==> src/rtl/fifo_pkg.sv <==
// Pointer/level types and frame sequencer states for the input-buffer FIFOs.
package fifo_pkg;

  localparam int ADDR_W_DEF = 4;
  localparam int N_W_DEF    = 4;

  // Pointers carry one extra wrap bit above the RAM address.
  typedef logic [ADDR_W_DEF:0] ptr_t;
  typedef logic [ADDR_W_DEF:0] level_t;

  typedef enum logic [1:0] {IDLE, FILL, READY, DRAIN} frame_state_e;

endpackage

==> src/rtl/global_pkg.sv <==
// Shared constants and small types used across the matrix datapath.
package global_pkg;

  localparam logic TRUE  = 1'b1;
  localparam logic FALSE = 1'b0;

  typedef logic [3:0] nibble_t;

endpackage

==> src/rtl/fifo_frame_ptrs_frame_seq.sv <==
// Frame sequencer: follows one n*n matrix load from first push to last pop.
module frame_seq
  import global_pkg::*;
  import fifo_pkg::*;
#(
  parameter int N_W = N_W_DEF
) (
  input  logic           clk,
  input  logic           rst,
  input  logic           clear,
  input  logic           push_ok,
  input  logic           pop_ok,
  input  logic [N_W-1:0] n,
  output logic           frame_ready,
  output logic           frame_done
);

  localparam int CW = 2 * N_W;

  frame_state_e  state_q;
  logic [CW-1:0] target_q;
  logic [CW-1:0] push_cnt_q;
  logic [CW-1:0] pop_cnt_q;
  logic [CW-1:0] n_sq;

  assign n_sq = {{N_W{1'b0}}, n} * {{N_W{1'b0}}, n};

  always_ff @(posedge clk or negedge rst) begin
    if (!rst) begin
      state_q    <= IDLE;
      target_q   <= '0;
      push_cnt_q <= '0;
      pop_cnt_q  <= '0;
      frame_done <= FALSE;
    end else if (clear) begin
      state_q    <= IDLE;
      target_q   <= '0;
      push_cnt_q <= '0;
      pop_cnt_q  <= '0;
      frame_done <= FALSE;
    end else begin
      frame_done <= FALSE;
      case (state_q)
        IDLE: begin
          if (push_ok) begin
            target_q   <= n_sq;
            push_cnt_q <= CW'(1);
            // n = 0 describes an empty matrix, so no frame is started.
            if (n != '0)
              state_q <= (n_sq == CW'(1)) ? READY : FILL;
          end
        end
        FILL: begin
          if (push_ok) begin
            push_cnt_q <= push_cnt_q + CW'(1);
            if (push_cnt_q + CW'(1) == target_q)
              state_q <= READY;
          end
        end
        READY: begin
          if (pop_ok) begin
            if (target_q == CW'(1)) begin
              state_q    <= IDLE;
              frame_done <= TRUE;
            end else begin
              pop_cnt_q <= CW'(1);
              state_q   <= DRAIN;
            end
          end
        end
        DRAIN: begin
          if (pop_ok) begin
            pop_cnt_q <= pop_cnt_q + CW'(1);
            if (pop_cnt_q + CW'(1) == target_q) begin
              state_q    <= IDLE;
              frame_done <= TRUE;
            end
          end
        end
        default: state_q <= IDLE;
      endcase
    end
  end

  assign frame_ready = (state_q == READY);

endmodule

==> src/rtl/fifo_frame_ptrs.sv <==
// FIFO pointer/flag controller with frame sequencer for the matrix input buffers.
// Define FIFO_PTR_ERR_EN to build the sticky overflow/underflow flags.
module fifo_frame_ptrs
  import global_pkg::*;
  import fifo_pkg::*;
#(
  parameter int ADDR_W    = ADDR_W_DEF,
  parameter int N_W       = N_W_DEF,
  parameter int AF_MARGIN = 2,
  parameter int AE_MARGIN = 2
) (
  input  logic              clk,
  input  logic              rst,
  input  logic              clear,
  input  logic              push,
  input  logic              pop,
  input  logic [N_W-1:0]    n,
  output logic [ADDR_W-1:0] wr_ptr,
  output logic [ADDR_W-1:0] rd_ptr,
  output logic [ADDR_W:0]   level,
  output logic              empty,
  output logic              full,
  output logic              almost_empty,
  output logic              almost_full,
  output logic              push_ok,
  output logic              pop_ok,
  output logic              frame_ready,
  output logic              frame_done,
  output logic              overflow,
  output logic              underflow
);

  localparam int              DEPTH  = 1 << ADDR_W;
  localparam logic [ADDR_W:0] AF_LVL = (ADDR_W + 1)'(DEPTH - AF_MARGIN);
  localparam logic [ADDR_W:0] AE_LVL = (ADDR_W + 1)'(AE_MARGIN);

  logic [ADDR_W:0] wr_q;
  logic [ADDR_W:0] rd_q;

  // Flags decode straight from the registered pointers, so they settle one edge after a request.
  assign empty        = (wr_q == rd_q);
  assign full         = (wr_q[ADDR_W-1:0] == rd_q[ADDR_W-1:0]) && (wr_q[ADDR_W] != rd_q[ADDR_W]);
  assign level        = wr_q - rd_q;
  assign almost_full  = (level >= AF_LVL);
  assign almost_empty = (level <= AE_LVL);

  assign push_ok = push & ~full & ~clear;
  assign pop_ok  = pop & ~empty & ~clear;

  assign wr_ptr = wr_q[ADDR_W-1:0];
  assign rd_ptr = rd_q[ADDR_W-1:0];

  always_ff @(posedge clk or negedge rst) begin
    if (!rst) begin
      wr_q <= '0;
      rd_q <= '0;
    end else if (clear) begin
      wr_q <= '0;
      rd_q <= '0;
    end else begin
      if (push_ok) wr_q <= wr_q + 1'b1;
      if (pop_ok)  rd_q <= rd_q + 1'b1;
    end
  end

`ifdef FIFO_PTR_ERR_EN
  logic overflow_q;
  logic underflow_q;

  always_ff @(posedge clk or negedge rst) begin
    if (!rst) begin
      overflow_q  <= FALSE;
      underflow_q <= FALSE;
    end else if (clear) begin
      overflow_q  <= FALSE;
      underflow_q <= FALSE;
    end else begin
      if (push && full)  overflow_q  <= TRUE;
      if (pop && empty)  underflow_q <= TRUE;
    end
  end

  assign overflow  = overflow_q;
  assign underflow = underflow_q;
`else
  assign overflow  = FALSE;
  assign underflow = FALSE;
`endif

  frame_seq #(.N_W(N_W)) u_frame_seq (
    .clk         (clk),
    .rst         (rst),
    .clear       (clear),
    .push_ok     (push_ok),
    .pop_ok      (pop_ok),
    .n           (n),
    .frame_ready (frame_ready),
    .frame_done  (frame_done)
  );

endmodule

==> config.mk <==
export PLATFORM = sky130hd
export DESIGN_NAME = fifo_frame_ptrs
export DESIGN_NICKNAME = d
export VERILOG_FILES = /design/src/rtl/fifo_pkg.sv /design/src/rtl/global_pkg.sv /design/src/rtl/fifo_frame_ptrs_frame_seq.sv /design/src/rtl/fifo_frame_ptrs.sv
export SDC_FILE = /design/constraint.sdc
export NUM_CORES = 1
export LEC_CHECK = 0
export ABC_AREA = 1
export BUFFER_PORTS_ARGS = -buffer_cell sky130_fd_sc_hd__buf_2
export CORE_UTILIZATION = 45
export DETAILED_ROUTE_END_ITERATION = 7
export GPL_TIMING_DRIVEN = 0
export PLACE_DENSITY = 0.72
export SLEW_MARGIN = 20
export SYNTH_ARGS = -nofsm -noshare
export SYNTH_HDL_FRONTEND = slang
export SYNTH_SLANG_ARGS = --single-unit
==> constraint.sdc <==
create_clock -name clk -period 1.9 [get_ports clk]
set_input_delay 0.095 -clock clk [delete_from_list [all_inputs] [get_ports clk]]
set_output_delay 0.095 -clock clk [all_outputs]
set_load 0.05 [all_outputs]
==> summary.md, run 1 <==
| Metric | Value |
|---|---|
| Run status | `finished, violations left` |
| Violated checks | `negative setup slack` |
| Synthesized area | `0.00272 mm^2` |
| Area of the die | `0.00636 mm^2` |
| Slew HR | `0.434` |
| Placed cell count | `493` |
| Vias | `2758` |
| Distinct cell type count after synthesis | `37` |
| First-pass GRT wire length | `11400 um` |
| Max stage delay on crit path | `0.40 ns` |
| Final Max Slew Viols | `0` |
| Tcrit/Tclk final | `1.15` |
| Power density over the cells | `831 mW/mm^2` |
| Detailed Place HPWL | `5020 um` |
| Leak | `1.75 nW` |
| TritonCTS Buffers | `5` |
| Layout Nets | `472` |
| Drt pass-1 iters | `4` |
| CP required | `1.80 ns` |
| RSZ-0062 raised after global routing | `yes` |
| Mapped Cells | `392` |
| Commonest non-fill, non-tap cell in the layout | `nand2_1` |
| Die X-Extent | `79.8 um` |
| Initial antenna violation count | `0` |
| Critical path cell sequence | `inv_2 > ha_4 > inv_2 > fa_2 > nand3_2 > nand2_4 > xnor2_4 > a2111oi_4 > buf_6` |
| Average wire per standard cell | `13.9 um` |
| Crit Path Class | `flop to primary output` |
| Worst-Margin Slew | `0.848 ns` |
| Post-route insts no fill | `523` |
| Number of fill cells in the layout | `485` |
| Most frequent cells in the layout | `nand2_1, inv_1, nand3_1, buf_4, dfrtp_1` |
| CTS tree | `built` |
| Fmax achieved | `0.457 GHz` |
| Antenna viol nets, final | `0` |
| CTS root buf | `clkbuf_8` |
| Post-synthesis register bit count | `36` |
| Overflow after GRT | `0` |
| CTS clk-pin slew, worst paths | `0.07 ns` |
| Vias in the first global route | `2538` |
| Row count | `27` |
| Worst Skew | `0.00794 ns` |
| Crit-path slowest cell | `dfrtp_1` |
| Avg Inst Size Synth | `6.94 um^2` |
| Total Routing Usage GR | `0.229` |
| Tot Pwr | `0.00298 W` |
| Post-synth EDFFs | `0` |
| Via/cell ratio | `5.27` |
| Sequential share of the synthesized area | `0.331` |
| I/O pins | `32` |
| Crit start category | `flop` |
| Largest net degree at the start of global routing | `37` |
| Initial core utilization | `0.479` |
| Ys flop type | `dfrtp_1` |
| Chip Height | `79.8 um` |
| CP dominant cell by count | `inv_2` |
| # DRC | `0` |
| Total routed wirelength | `7270 um` |
| Min-Delay Path Class | `input pin to flop` |
| Count of final hold-check violations | `0` |
| Layout cells sized above 1 | `0.322` |
| Ys async rst share | `1.00` |
| Initial DRC Count | `160` |
| Layout area overhead | `31.6%` |
| Pre-CTS WS | `-0.266 ns` |
| Core area | `0.00568 mm^2` |
| H-tree levels | `2` |
| Final worst setup slack | `-0.288 ns` |
| GP Congestion | `0.923` |
| FF/Latch Area | `907 um^2` |
| Skew-Pair Late Insertion Delay | `0.29 ns` |
| Max cap viols | `0` |
| Worst vdd ir | `0.000662 V` |
| Worst Path Max Fanout | `3` |
| Final setup violating endpoints | `8` |
| Port Buffer Count | `28` |
| Diodes inserted | `0` |
| Syn. warnings | `0` |
| Arrival @ worst endpoint | `2.09 ns` |
| Crit path time final | `2.19 ns` |
| Clk buf depth | `2` |
| CP Capture Type | `primary output` |
| Multi-input logic area | `0.00181 mm^2` |
| CTS sink count | `36` |
routing by layer:
layer  track usage  vias up  share of wire
met5             0        -              0
met2         0.380       60           0.50
met4        0.0518        0          0.011
li1              -     1384              -
met1         0.312     1305           0.45
met3        0.0389        9          0.038
stage by stage:
step / util / area (um^2) / hold slack (ns) / setup TNS (ns)
2_1_floorplan: - / 2830 / -0.201 / -0.468
3_3_place_gp: 0.539 / 3060 / 0.250 / -2.68
3_5_place_dp: 0.539 / 3060 / 0.253 / -3.64
4_1_cts: 0.580 / 3290 / 0.130 / -0.847
5_1_grt: 0.631 / 3580 / 0.152 / -1.81
6_report: 0.631 / 3580 / 0.136 / -0.807
cells in the mapped netlist (2+ instances only):
| library cell | number | share of area |
|---|---|---|
| o21ai_0 | 16 | 0.029 |
| ha_1 | 11 | 0.051 |
| nor3_1 | 6 | 0.011 |
| nand3_1 | 51 | 0.094 |
| and2_1 | 2 | 0.0046 |
| o211ai_1 | 2 | 0.0055 |
| inv_2 | 2 | 0.0028 |
| a21oi_1 | 5 | 0.0092 |
| o21ai_2 | 5 | 0.016 |
| inv_1 | 55 | 0.076 |
| xor2_1 | 5 | 0.016 |
| nor2_2 | 5 | 0.011 |
| nand4_1 | 6 | 0.014 |
| xnor2_1 | 3 | 0.0097 |
| nor2_1 | 32 | 0.044 |
| dfrtp_1 | 36 | 0.33 |
| nor2_4 | 2 | 0.0083 |
| o22ai_1 | 12 | 0.028 |
| nand2_2 | 8 | 0.018 |
| o21ai_1 | 3 | 0.0055 |
| buf_4 | 10 | 0.028 |
| nand3_2 | 2 | 0.0074 |
| nand2_1 | 99 | 0.14 |
logic make-up (layout without fill, tap and decap cells):
kind of cell	count (synthesis)	after routing	share of synthesized area
simple gates	216	216	0.357
buf+inv	71	129	0.115
compound gates	48	48	0.112
flops	36	36	0.331
fa+ha+maj	12	12	0.0579
xor+xnor	8	8	0.0257
other cells	1	2	0.00138
registers in the layout, summed over array words and instances (netlist names):
name                    flops
u_frame_seq.pop_cnt_q       8
u_frame_seq.push_cnt_q      8
u_frame_seq.target_q        7
rd_q                        5
wr_q                        5
u_frame_seq.state_q         2
u_frame_seq.frame_done      1
critical path: cells and delay by family, from the launching register on:
kind,cells,cell delay (ns)
fa+ha+maj,2,0.52
simple gates,2,0.16
xor+xnor,1,0.16
compound gates,1,0.22
flops,1,0.40
buf+inv,3,0.34
where the power goes:
group / internal (W) / switching, W / leakage [nW]
clock: 0.000250 / 0.000280 / 0.0410
combinational: 0.000532 / 0.000978 / 1.22
sequential: 0.000837 / 0.0000999 / 0.485
total: 0.00162 / 0.00136 / 1.75
final timing paths:
check	to	from	slack, ns	depth (start not counted)
max in group asynchronous	u_frame_seq.pop_cnt_q[0]	rst	0.86	2
min in group asynchronous	u_frame_seq.push_cnt_q[5]	rst	0.44	2
worst min register to register	u_frame_seq.pop_cnt_q[7]	u_frame_seq.pop_cnt_q[7]	0.51	2
worst max register to register	u_frame_seq.pop_cnt_q[5]	wr_q[3]	-0.01	12
worst max-delay path	almost_empty	wr_q[0]	-0.29	9
worst min-delay path	u_frame_seq.target_q[0]	n[0]	0.14	3
timing repair:
action	4_1_cts	5_1_grt
hold endpoints to repair	36	0
pin swaps	6	10
setup buffers	9	12
hold buffers	1	0
gates resized for setup	20	48
setup endpoints to repair	36	38
cloned	0	1
cell type report:
class / count / area share
plain buffers: 13 / 0.0276
clock buffers: 6 / 0.0203
clock inverters: 1 / 0.00140
inverters: 58 / 0.0615
multi-input cells: 286 / 0.506
flip-flops and latches: 36 / 0.253
well taps: 72 / 0.0252
repair buffers: 51 / 0.105
No activity file was read; power rests on OpenSTA's default activity.
==> run 2, diff against run 1 <==
PLACE_DENSITY = 0.69   (was 0.72)
SETUP_SLACK_MARGIN = 0.02   (was not set)
clock period = 2.4 ns   (was 1.9 ns; I/O delays follow)
==> run 2 against run 1 <==
The flow now finishes without violations. First-iteration DRC count fell by 16%. Combinational power fell by 36%. Critical path depth did not move. Register-to-register slack improved by 0.30 ns. Core utilization fell by 8.4 points. Largest power group unchanged.
==> summary.md, run 2 (synthesized netlist as in run 1, its figures left out) <==
| Metric | Value |
|---|---|
| Commonest non-fill, non-tap cell in the layout | `nand2_1` |
| Layout cells sized above 1 | `0.188 (-0.133)` |
| Worst-Margin Slew | `0.843 ns (-0.00498 ns)` |
| Port Buffer Count | `28 (unchanged)` |
| Placed cell areas | `0.00299 mm^2 (-2.3%)` |
| I/O pins | `32 (unchanged)` |
| Worst vdd ir | `0.000540 V (-18%)` |
| Setup TNS | `0 ns (+0.807 ns)` |
| Worst Skew | `0.0117 ns (+0.00373 ns)` |
| Vias | `2585 (-6.3%)` |
| Most frequent cells in the layout | `nand2_1, inv_1, nand3_1, dfrtp_1, nor2_1` |
| FF/Latch Area | `902 um^2 (-0.55%)` |
| Cells on Worst Hold Path | `3 (unchanged)` |
| Count of final hold-check violations | `0 (unchanged)` |
| Leak | `1.58 nW (-9.2%)` |
| Area of the die | `0.00636 mm^2 (unchanged)` |
| Number of fill cells in the layout | `560 (+15%)` |
| Via/cell ratio | `5.15 (-2.4%)` |
| RSZ-0062 raised after global routing | `yes` |
| TritonCTS Buffers | `5 (unchanged)` |
| Multi-input logic area | `0.00156 mm^2 (-14%)` |
| GP Congestion | `0.878 (-4.8%)` |
| Pre-CTS WS | `0.194 ns (+0.461 ns)` |
| Layout area overhead | `14.1%` |
| Final worst setup slack | `0.111 ns (+0.400 ns)` |
| # DRC | `0 (unchanged)` |
| Metal1 wirelength | `3120 um (-5.0%)` |
| Antenna viol nets, final | `0 (unchanged)` |
| Clk buf depth | `2 (unchanged)` |
| Diodes inserted | `0 (unchanged)` |
| Initial antenna violation count | `0 (unchanged)` |
| CP Capture Type | `primary output` |
| Max layer used | `met4` |
| Fmax achieved | `0.437 GHz` |
| Largest net degree at the start of global routing | `37 (unchanged)` |
| Detailed Place HPWL | `4820 um (-4.0%)` |
| Post-route insts no fill | `502 (-4.0%)` |
| CTS sink count | `36 (unchanged)` |
| CTS tree | `built` |
| Crit path time final | `2.29 ns` |
| Core area | `0.00568 mm^2 (unchanged)` |
| Power density over the cells | `682 mW/mm^2 (-18%)` |
| Average wire per standard cell | `12.4 um (-11%)` |
| Final Max Slew Viols | `0 (unchanged)` |
| First-pass GRT wire length | `10600 um (-6.9%)` |
| Max cap viols | `0 (unchanged)` |
| Initial DRC Count | `134 (-16%)` |
| Die X-Extent | `79.8 um (unchanged)` |
| Row count | `27 (unchanged)` |
| Layout Nets | `451 (-4.4%)` |
| Vias in the first global route | `2328 (-8.3%)` |
| Final setup violating endpoints | `0 (-8)` |
| Chip Height | `79.8 um (unchanged)` |
| Skew-Pair Late Insertion Delay | `0.29 ns (about the same)` |
| Worst Path Max Fanout | `3 (unchanged)` |
| Met3 wire length | `197 um (-28%)` |
| CP required | `2.28 ns (+0.48 ns)` |
| Total routed wirelength | `6220 um (-14%)` |
| Run status | `completed` |
| Biggest regs | `u_frame_seq.pop_cnt_q: 8 flops, u_frame_seq.push_cnt_q: 8 flops, u_frame_seq.target_q: 7 flops` |
| Initial core utilization | `0.479 (unchanged)` |
| CTS root buf | `clkbuf_8` |
| Slew HR | `0.438 (+0.00332)` |
| WL met2 | `2870 um (-21%)` |
| CTS clk-pin slew, worst paths | `0.07 ns (about the same)` |
| Finished Cell Area | `0.00310 mm^2 (-13%)` |
| Placed cell count | `493 (unchanged)` |
| Worst-case reg-to-reg path depth | `12 (unchanged)` |
| Drt pass-1 iters | `4 (unchanged)` |
| Min-Delay Path Class | `input pin to flop` |
| Overflow after GRT | `0 (unchanged)` |
| Total Routing Usage GR | `0.214 (-0.0158)` |
| Tcrit/Tclk final | `0.954` |
| H-tree levels | `2 (unchanged)` |
| Arrival @ worst endpoint | `2.17 ns (+0.08 ns)` |
| Crit Path Class | `flop to primary output` |
| Crit start category | `flop` |
-- run 2: cell types whose count changed in the layout (fill, tap and decap cells not counted), sizes merged --
cell,previous run,this run
clkbuf,9,8
buf,60,40
-- run 2: repair_timing --
item / in CTS / in global routing
hold buffers: 1 / 0
endpoints found under the setup margin: 2 / 3
resized for setup: 3 / 4
setup buffers: 0 / 1
hold endpoints to repair: 36 / 0
-- run 2: power breakdown --
part	total [W]	leakage, nW	internal, W	switching (W)
Sequential	0.000730	0.491	0.000660	0.0000698
Clock	0.000416	0.0410	0.000198	0.000218
Combinational	0.000971	1.05	0.000294	0.000678
-- run 2: worst paths after layout --
path                                     startpoint                        end  slack [ns]
max                                         wr_q[0]               almost_empty        0.11
min                                            n[0]    u_frame_seq.target_q[0]        0.17
max reg2reg                                 rd_q[2]     u_frame_seq.state_q[0]        0.29
min reg2reg                u_frame_seq.pop_cnt_q[7]   u_frame_seq.pop_cnt_q[7]        0.51
max in group asynchronous                       rst                    rd_q[0]        1.34
min in group asynchronous                       rst  u_frame_seq.push_cnt_q[4]        0.47
-- run 2: worst max-delay path, cell delays in order, from the launching register on --
cell and delay, ns:
dfrtp_1 0.39, inv_2 0.07, ha_1 0.14, inv_1 0.06, fa_2 0.37, nand3_1 0.08
nand2_1 0.09, xnor2_2 0.17, a2111oi_4 0.31, buf_6 0.21
-- run 2: layout make-up --
class | count | area share
Buffer | 13 | 0.0306
Inverter | 58 | 0.0701
Multi-Input combinational cell | 286 | 0.501
Sequential cell | 36 | 0.291
Clock buffer | 6 | 0.0234
Clock inverter | 1 | 0.00161
Timing Repair Buffer | 30 | 0.0536
Tap cell | 72 | 0.0290
-- run 2: stage by stage --
| step | hold WS [ns] | total power, W | util |
|---|---|---|---|
| global placement | 0.276 | 0.00167 | 0.527 |
| finish | 0.166 | 0.00212 | 0.547 |
| global route | 0.183 | 0.00225 | 0.547 |
| floorplan | -0.176 | 0.00147 | - |
| detailed placement | 0.274 | 0.00168 | 0.527 |
| CTS | 0.156 | 0.00212 | 0.544 |
-- run 2: routing by layer --
layer	vias to the layer above	global-route usage
met5	-	0
met4	0	0.0518
met3	4	0.0343
met2	55	0.349
met1	1179	0.294
li1	1347	-
